[src/rtl/serial_subtractor.sv]
// Chunked N-bit subtractor: W bits per cycle from the LSB, done pulses K+1 edges after start is accepted.
// No backpressure: start is honoured only while not busy; results hold until the next completion.
module serial_subtractor #(
  parameter int N = 32,
  parameter int W = 8
) (
  input  logic         clk,
  input  logic         rst_n,
  input  logic         start,
  input  logic [N-1:0] a,
  input  logic [N-1:0] b,
  output logic         busy,
  output logic         done,
  output logic [N-1:0] D,
  output logic         borrow,
  output logic         overflow
);

  localparam int K  = N / W;
  localparam int CW = (K > 1) ? $clog2(K) : 1;

  typedef enum logic [1:0] {IDLE, RUN, DONE} state_t;

  state_t         state_q, state_d;
  logic [N-1:0]   a_q, a_d, b_q, b_d;
  logic [N-1:0]   res_q, res_d, d_q, d_d;
  logic [CW-1:0]  cnt_q, cnt_d;
  logic           carry_q, carry_d;
  logic           a_msb_q, a_msb_d, b_msb_q, b_msb_d;
  logic           borrow_q, borrow_d, ovf_q, ovf_d;
  logic [W:0]     sum;
  logic [N-1:0]   res_nxt;

  always_comb begin
    state_d  = state_q;
    a_d      = a_q;
    b_d      = b_q;
    res_d    = res_q;
    d_d      = d_q;
    cnt_d    = cnt_q;
    carry_d  = carry_q;
    a_msb_d  = a_msb_q;
    b_msb_d  = b_msb_q;
    borrow_d = borrow_q;
    ovf_d    = ovf_q;

    // Operands shift right each cycle, so the active chunk is always the low W bits.
    sum     = {1'b0, a_q[W-1:0]} + {1'b0, ~b_q[W-1:0]} + (W+1)'(carry_q);
    // Result fills from the top; after K chunks the first one has reached bit 0.
    res_nxt = N'({sum[W-1:0], res_q} >> W);

    case (state_q)
      IDLE, DONE: begin
        if (start) begin
          state_d = RUN;
          a_d     = a;
          b_d     = b;
          a_msb_d = a[N-1];
          b_msb_d = b[N-1];
          carry_d = 1'b1;
          cnt_d   = '0;
        end else begin
          state_d = IDLE;
        end
      end
      RUN: begin
        a_d     = a_q >> W;
        b_d     = b_q >> W;
        res_d   = res_nxt;
        carry_d = sum[W];
        cnt_d   = cnt_q + 1'b1;
        if (cnt_q == CW'(K - 1)) begin
          state_d  = DONE;
          d_d      = res_nxt;
          borrow_d = ~sum[W];
          ovf_d    = (a_msb_q != b_msb_q) && (res_nxt[N-1] != a_msb_q);
        end
      end
      default: state_d = IDLE;
    endcase
  end

  always_ff @(posedge clk) begin
    if (!rst_n) begin
      state_q  <= IDLE;
      a_q      <= '0;
      b_q      <= '0;
      res_q    <= '0;
      d_q      <= '0;
      cnt_q    <= '0;
      carry_q  <= 1'b0;
      a_msb_q  <= 1'b0;
      b_msb_q  <= 1'b0;
      borrow_q <= 1'b0;
      ovf_q    <= 1'b0;
    end else begin
      state_q  <= state_d;
      a_q      <= a_d;
      b_q      <= b_d;
      res_q    <= res_d;
      d_q      <= d_d;
      cnt_q    <= cnt_d;
      carry_q  <= carry_d;
      a_msb_q  <= a_msb_d;
      b_msb_q  <= b_msb_d;
      borrow_q <= borrow_d;
      ovf_q    <= ovf_d;
    end
  end

  assign busy     = (state_q == RUN);
  assign done     = (state_q == DONE);
  assign D        = d_q;
  assign borrow   = borrow_q;
  assign overflow = ovf_q;

endmodule

[config.mk]
export PLATFORM = sky130hd
export DESIGN_NAME = serial_subtractor
export DESIGN_NICKNAME = d
export VERILOG_FILES = /design/src/rtl/serial_subtractor.sv
export SDC_FILE = /design/constraint.sdc
export NUM_CORES = 1
export LEC_CHECK = 0
export CORE_ASPECT_RATIO = 1.2
export CORE_UTILIZATION = 50
export CTS_BUF_LIST = sky130_fd_sc_hd__clkbuf_4
export DETAILED_ROUTE_END_ITERATION = 6
export PLACE_DENSITY = 0.85
export SYNTH_ARGS = -nofsm -noshare
export SYNTH_HDL_FRONTEND = slang
export SYNTH_SLANG_ARGS = --single-unit
[constraint.sdc]
create_clock -name clk -period 2.8 [get_ports clk]
set_input_delay 0.42 -clock clk [delete_from_list [all_inputs] [get_ports clk]]
set_output_delay 0.42 -clock clk [all_outputs]
set_load 0.02 [all_outputs]
==> results of run 1 <==
-- synth_stat cells (all sizes together) --
library cell    n
nor4            1
nand3b          2
a32o            1
a21boi          1
nand2b          3
a22oi          15
a21o            1
nor3            2
xnor2           1
o21a            1
nor2           77
nor2b           2
fa              2
nand2         197
buf            25
nand3           9
o21bai          1
inv            15
ha              8
clkbuf         26
xor2            1
o21ai           8
dfxtp         129
or4             2
a21oi          59
and2            2
a211oi          8
and3            1
nand4           2
or3             3
a311oi         49
-- per-stage QoR --
step / cells / utilization / power (mW)
global route: 872 / 0.657 / 4.31
detailed placement: 840 / 0.623 / 2.66
floorplan: 654 / - / 2.45
CTS: 872 / 0.657 / 4.14
global placement: 840 / 0.623 / 2.65
finish: 872 / 0.657 / 4.12
-- worst min path at each step --
stage | start | cells past startpoint | slack (ns) | to
floorplan | res_q[8] | 2 | 0.43 | D[0]
global placement | D[10] | 2 | 0.44 | D[10]
detailed placement | D[21] | 2 | 0.45 | D[21]
CTS | a[18] | 3 | 0.42 | a_q[18]
global route | a[6] | 3 | 0.44 | a_q[6]
finish | a[18] | 3 | 0.44 | a_q[18]
-- power by group --
group          switching, mW  internal (mW)
logic                  0.349          0.266
registers             0.0699           1.94
clock network          0.689          0.806
-- area by class of cell --
type                            instances  share of cell area
Clock buffer                           18              0.0204
Sequential cell                       129               0.391
Multi-Input combinational cell        459               0.358
Tap cell                              126              0.0238
Clock inverter                         14              0.0322
Inverter                               15             0.00871
Timing Repair Buffer                  111               0.167
-- state kept, by name, indices dropped and copies added, names as in the netlist, 2 cells and up --
register and flops:
b_q 32, cnt_q 2, D 32, state_q 2, res_q 24, a_q 32
-- worst min-delay path, delay by kind of cell --
family | cells | cell delay (ns)
simple gates | 1 | 0.05
compound gates | 1 | 0.07
buf+inv | 1 | 0.39
-- logic make-up after synthesis --
family          synth area share
compound gates             0.189
xor+xnor                 0.00337
fa+ha+maj                 0.0270
buf+inv                   0.0508
flops                      0.497
simple gates               0.232
-- per-layer routing --
layer | wire length, um | share of wire
met1 | 5150 | 0.42
met2 | 6330 | 0.51
met4 | 311 | 0.025
met3 | 604 | 0.049
met5 | 0 | 0
==> results.md, run 1 <==
* Post-route ant nets at 0
* Largest area contributor in the netlist: dfxtp_1
* Worst setup margin at 0.282 ns
* CP Depth at 3
* Final wirelength at roughly 12000 um
* Area Growth Syn to Fin at 27.3%
* Synth warn at 0
* Share of post-route cells with drive strength above 1 at 0.0670
* Most frequent cells in the layout: 197 x nand2_1, 129 x dfxtp_1, 102 x clkdlybuf4s50_1
* DRT iter0 DRCs at about 340
* H-tree Lvls at 4
* Count of pins over their slew limit at 0
* Element type at the critical path start: flop
* Vias in the first global route at 4385
* Die width at about 95 um
* Syn Nets at between 700 and 800
* Post-Place Setup Slack at around 0.55 ns
* Slowest-stage cell, CP: clkdlybuf4s50_1
* Die height at approximately 110 um
* Ranking of synthesized cells by area: dfxtp_1 50%, nand2_1 14%, a311oi_1 8.3%, a21oi_1 5.7%, nor2_1 5.5%
* Fin crit period at ~2.5 ns
* Yosys cell types at 37
* Fin crit share at 0.899
* RR Endpoint: D[30]
* Worst setup path end: busy
* Largest net degree at the start of global routing at between 100 and 150
* Sink Count at between 100 and 150
* Mapped Cells at 654
* Final setup violation count at 0
* Total CTS buffers at 17
* Worst Max-Slew Pin Slew at around 0.62 ns
* Critical Path Start: state_q[0]
* Residual DRC count at 0
* Post-CTS setup buffers at 0
* Post-CTS sizing at 0
* CTS Hold Buffers Added at 0
* CP endpoint kind: primary output
* CTS tree: done
* Worst setup path category: reg2out
* Reg2reg setup slack at approximately 0.66 ns
* # fillers at just over 800
* I/O pin cnt at about 100
* Crit-path max cell delay at between 0.6 and 0.7 ns
* Gpl congestion at around 0.83
* RSZ-0062 raised after global routing: false
* Dpl cell area at around 6300 sq um
* Max cap viols at 0
* Met1 usage at 0.298
* Family with the most delay on the worst path: buffers and inverters
* Fin Hold WS at roughly 0.44 ns
* Worst-path cell chain: nand2b_4 -> inv_2 -> clkdlybuf4s50_1
* Area occupied by multi-input gates at between 2000 and 2500 sq um
* Hold crit path type: in2reg
* Commonest non-fill, non-tap cell in the layout: nand2_1
* Root buf cell: clkbuf_4
* Max Clk Rate at 397 MHz
* Sequential cell area at 2580 sq um
* Grt ovf at 0
* DRT Pass-1 Iters at 5
* Core Footprint at 10100 sq um
* CP Data Arrival Time at between 2 and 2.5 ns
* Total track usage at 0.244
* Num rows at 40
* WL/cell at 14.2 um
* Peak VDD IR at ~0.36 mV
* #FFs+latches synth at around 130
* Antenna Cells at 0
* Global-route met3 utilization at 0.0620
* Synth top area share at 0.497
* Post-route cell area at 6610 sq um
* Initial core utilization at 0.516
* Worst reg2reg startpoint: a_q[0]
* Final hold violation count at 0
* Status: finished clean
* R2R depth at 9
* Nets at 810
* Slew headroom at 0.585
* Met2 Use GR at 0.402
* P_leak at 2.42 nW
* CP Buf/Inv Count at 2
* Initial antenna violation count at 0
* Synth Area per Inst at between 7 and 8 sq um
* Setup Skew at about 0.011 ns
* Via Count at between 4000 and 5000
* Die area at between 10000 and 15000 sq um
* Worst-Skew Late Latency at ~0.54 ns
* Clk slew on worst S/H paths at between 0.1 and 0.15 ns
* Hpwl dp at between 8000 and 9000 um
* CP Max Fanout at 26
* Clk buf depth at 2
* Post-Syn Area at just over 5000 sq um
* DR vias/cell at 5.43
* Critical Path RT at roughly 2.4 ns
* I/O Buffers at around 100
* Seq/Total Area, Yosys at 0.497
* First-pass GRT wire length at around 20000 um
* Grt peak-use layer: met2
* Pwr dens at just over 600 nW/um^2
* Final TNS setup at 0 ns
No activity file was read; power rests on OpenSTA's default activity.
==> inputs of run 2 (changes only) <==
Settings changed: CORE_UTILIZATION 50 to 48.
Clock period 2.8 ns to 2.2 ns, I/O delays scaled along.
==> results.md, run 2 (synthesized netlist as in run 1, its figures left out) <==
* Setup Skew at ~0.020 ns
* Element type at the critical path start: flop
* P_sw at approximately 1.3 mW
* Area Growth Syn to Fin at 26.6%
* RSZ-0062 raised after global routing: false
* Critical Path Start: a_q[0]
* Share of post-route cells with drive strength above 1 at 0.0747
* Pwr dens at ~720 nW/um^2
* CP Max Fanout at 5
* Total track usage at 0.235
* Switching Fraction at 0.284
* H-tree Lvls at 4
* Final wirelength at ~13000 um
* Fin Hold WS at between 0.3 and 0.4 ns
* Slew headroom at 0.671
* Num rows at between 40 and 50
* Clk slew on worst S/H paths at approximately 0.11 ns
* R2R depth at 9
* Die height at 116 um
* Post-Place Setup Slack at between 0.1 and 0.15 ns
* DR vias/cell at ~5.4
* Sink Count at between 100 and 150
* Critical Path RT at roughly 2.6 ns
* Via Count at approximately 4800
* CP endpoint kind: flop
* Die area at between 10000 and 15000 sq um
* Peak VDD IR at 0.397 mV
* Most frequent cells in the layout: 197 x nand2_1, 129 x dfxtp_1, 101 x clkdlybuf4s50_1
* Hpwl dp at slightly below 9000 um
* DRT Pass-1 Iters at 6
* Max Clk Rate at between 400 and 500 MHz
* RR Endpoint: D[30]
* Worst-Skew Late Latency at approximately 0.5 ns
* Vias in the first global route at 4700
* P_int at 3.40 mW
* Largest net degree at the start of global routing at around 120
* Final hold violation count at 0
* Residual DRC count at 0
* Total CTS buffers at 17
* Nets at 815
* CP Data Arrival Time at approximately 2.5 ns
* CTS tree: done
* Clock share of power at 0.289
* Antenna Cells at 0
* Initial antenna violation count at 0
* Root buf cell: clkbuf_4
* Flop pwr share at 0.539
* DRT iter0 DRCs at roughly 260
* Final TNS setup at 0 ns
* P_leak at around 2.4 nW
* I/O pin cnt at approximately 100
* Clk buf depth at 2
* I/O Buffers at slightly above 100
* Hold crit path type: in2reg
* Status: finished clean
* Count of pins over their slew limit at 0
* Fin crit share at 0.934
* # fillers at between 900 and 1000
* Worst Max-Slew Pin Slew at about 0.5 ns
* First-pass GRT wire length at ~21000 um
* Commonest non-fill, non-tap cell in the layout: nand2_1
* Grt ovf at 0
* Reg2reg setup slack at 0.14 ns
* Worst reg2reg startpoint: a_q[0]
* Gpl congestion at slightly above 0.8
* Worst setup path category: reg2reg
* WL/cell at ~14 um
* Final Util at 0.625
* Worst setup path end: D[30]
* Final setup violation count at 0
* Worst setup margin at approximately 0.14 ns
* Die width at roughly 97 um
* Post-route ant nets at 0
* Max cap viols at 0
* Initial core utilization at 0.494
* Fin crit period at 2.06 ns
* Core Footprint at 10500 sq um
* Comb pwr share at 0.171
-- run 2: cell count changes in the layout (fill, tap and decap cells not counted), sizes merged --
| cell | delta |
|---|---|
| buf | +5 |
| bufinv | -4 |
| clkinv | +4 |
| clkbuf | +1 |
| clkdlybuf4s50 | -1 |
| clkinvlp | -1 |
| dlygate4sd2 | +1 |
| inv | -1 |
-- run 2: power groups by stage --
| stage | registers (mW) | clock network (mW) | logic [mW] |
|---|---|---|---|
| 6_report | 2.56 | 1.37 | 0.812 |
| 5_1_grt | 2.58 | 1.52 | 0.910 |
| 4_1_cts | 2.56 | 1.41 | 0.799 |
| 3_5_place_dp | 2.61 | 0 | 0.797 |
| 3_3_place_gp | 2.61 | 0 | 0.774 |
| 2_1_floorplan | 2.59 | 0 | 0.526 |
-- run 2: worst min path at each step --
stage | to | slack, ns | startpoint | cells past startpoint
after floorplan | D[0] | 0.43 | res_q[8] | 2
after global placement | D[8] | 0.44 | D[8] | 2
after detailed placement | D[4] | 0.45 | res_q[12] | 2
after CTS | b_q[4] | 0.36 | b[4] | 3
after global routing | a_q[21] | 0.37 | a[21] | 3
final | b_q[4] | 0.40 | b[4] | 3
-- run 2: what timing repair did --
item | CTS | global route
gates resized for setup | 1 | 3
pin swaps | 0 | 2
setup buffers | 0 | 1
hold buffers | 0 | 0
setup endpoints to repair | 1 | 3
-- run 2: per-layer routing --
metal  routed length, um  up-vias  global-route usage
li1                    -     2393                   -
met1                5120     2190               0.268
met2                6450      157               0.420
met3                 667       28              0.0573
met4                 346        0               0.102
met5                   0        -                   0
-- run 2: critical path, cell delays in order (launching register included) --
cell,delay (ns)
dfxtp_1,0.34
inv_1,0.06
fa_2,0.39
inv_1,0.08
fa_2,0.21
a21oi_1,0.08
o21ai_1,0.17
a21oi_2,0.11
or4_1,0.47
nand3_1,0.09
-- run 2: final cells by class --
cell class                 instances  area (sq um)  share of cell area
sequential                       129          2580               0.393
multi-input combinational        459          2370               0.361
clock buffer                      19           143              0.0217
inverter                          15          57.6             0.00875
clock inverter                    12          95.1              0.0145
timing repair buffer             116          1160               0.177
tap                              129           161              0.0245
-- run 2: through the flow --
stage / cell area [sq um] / instances / power (mW)
after detailed placement: 6320 / 847 / 3.41
after CTS: 6560 / 878 / 4.77
after floorplan: 5190 / 654 / 3.11
after global placement: 6320 / 847 / 3.38
after global routing: 6580 / 879 / 5.01
final: 6580 / 879 / 4.75
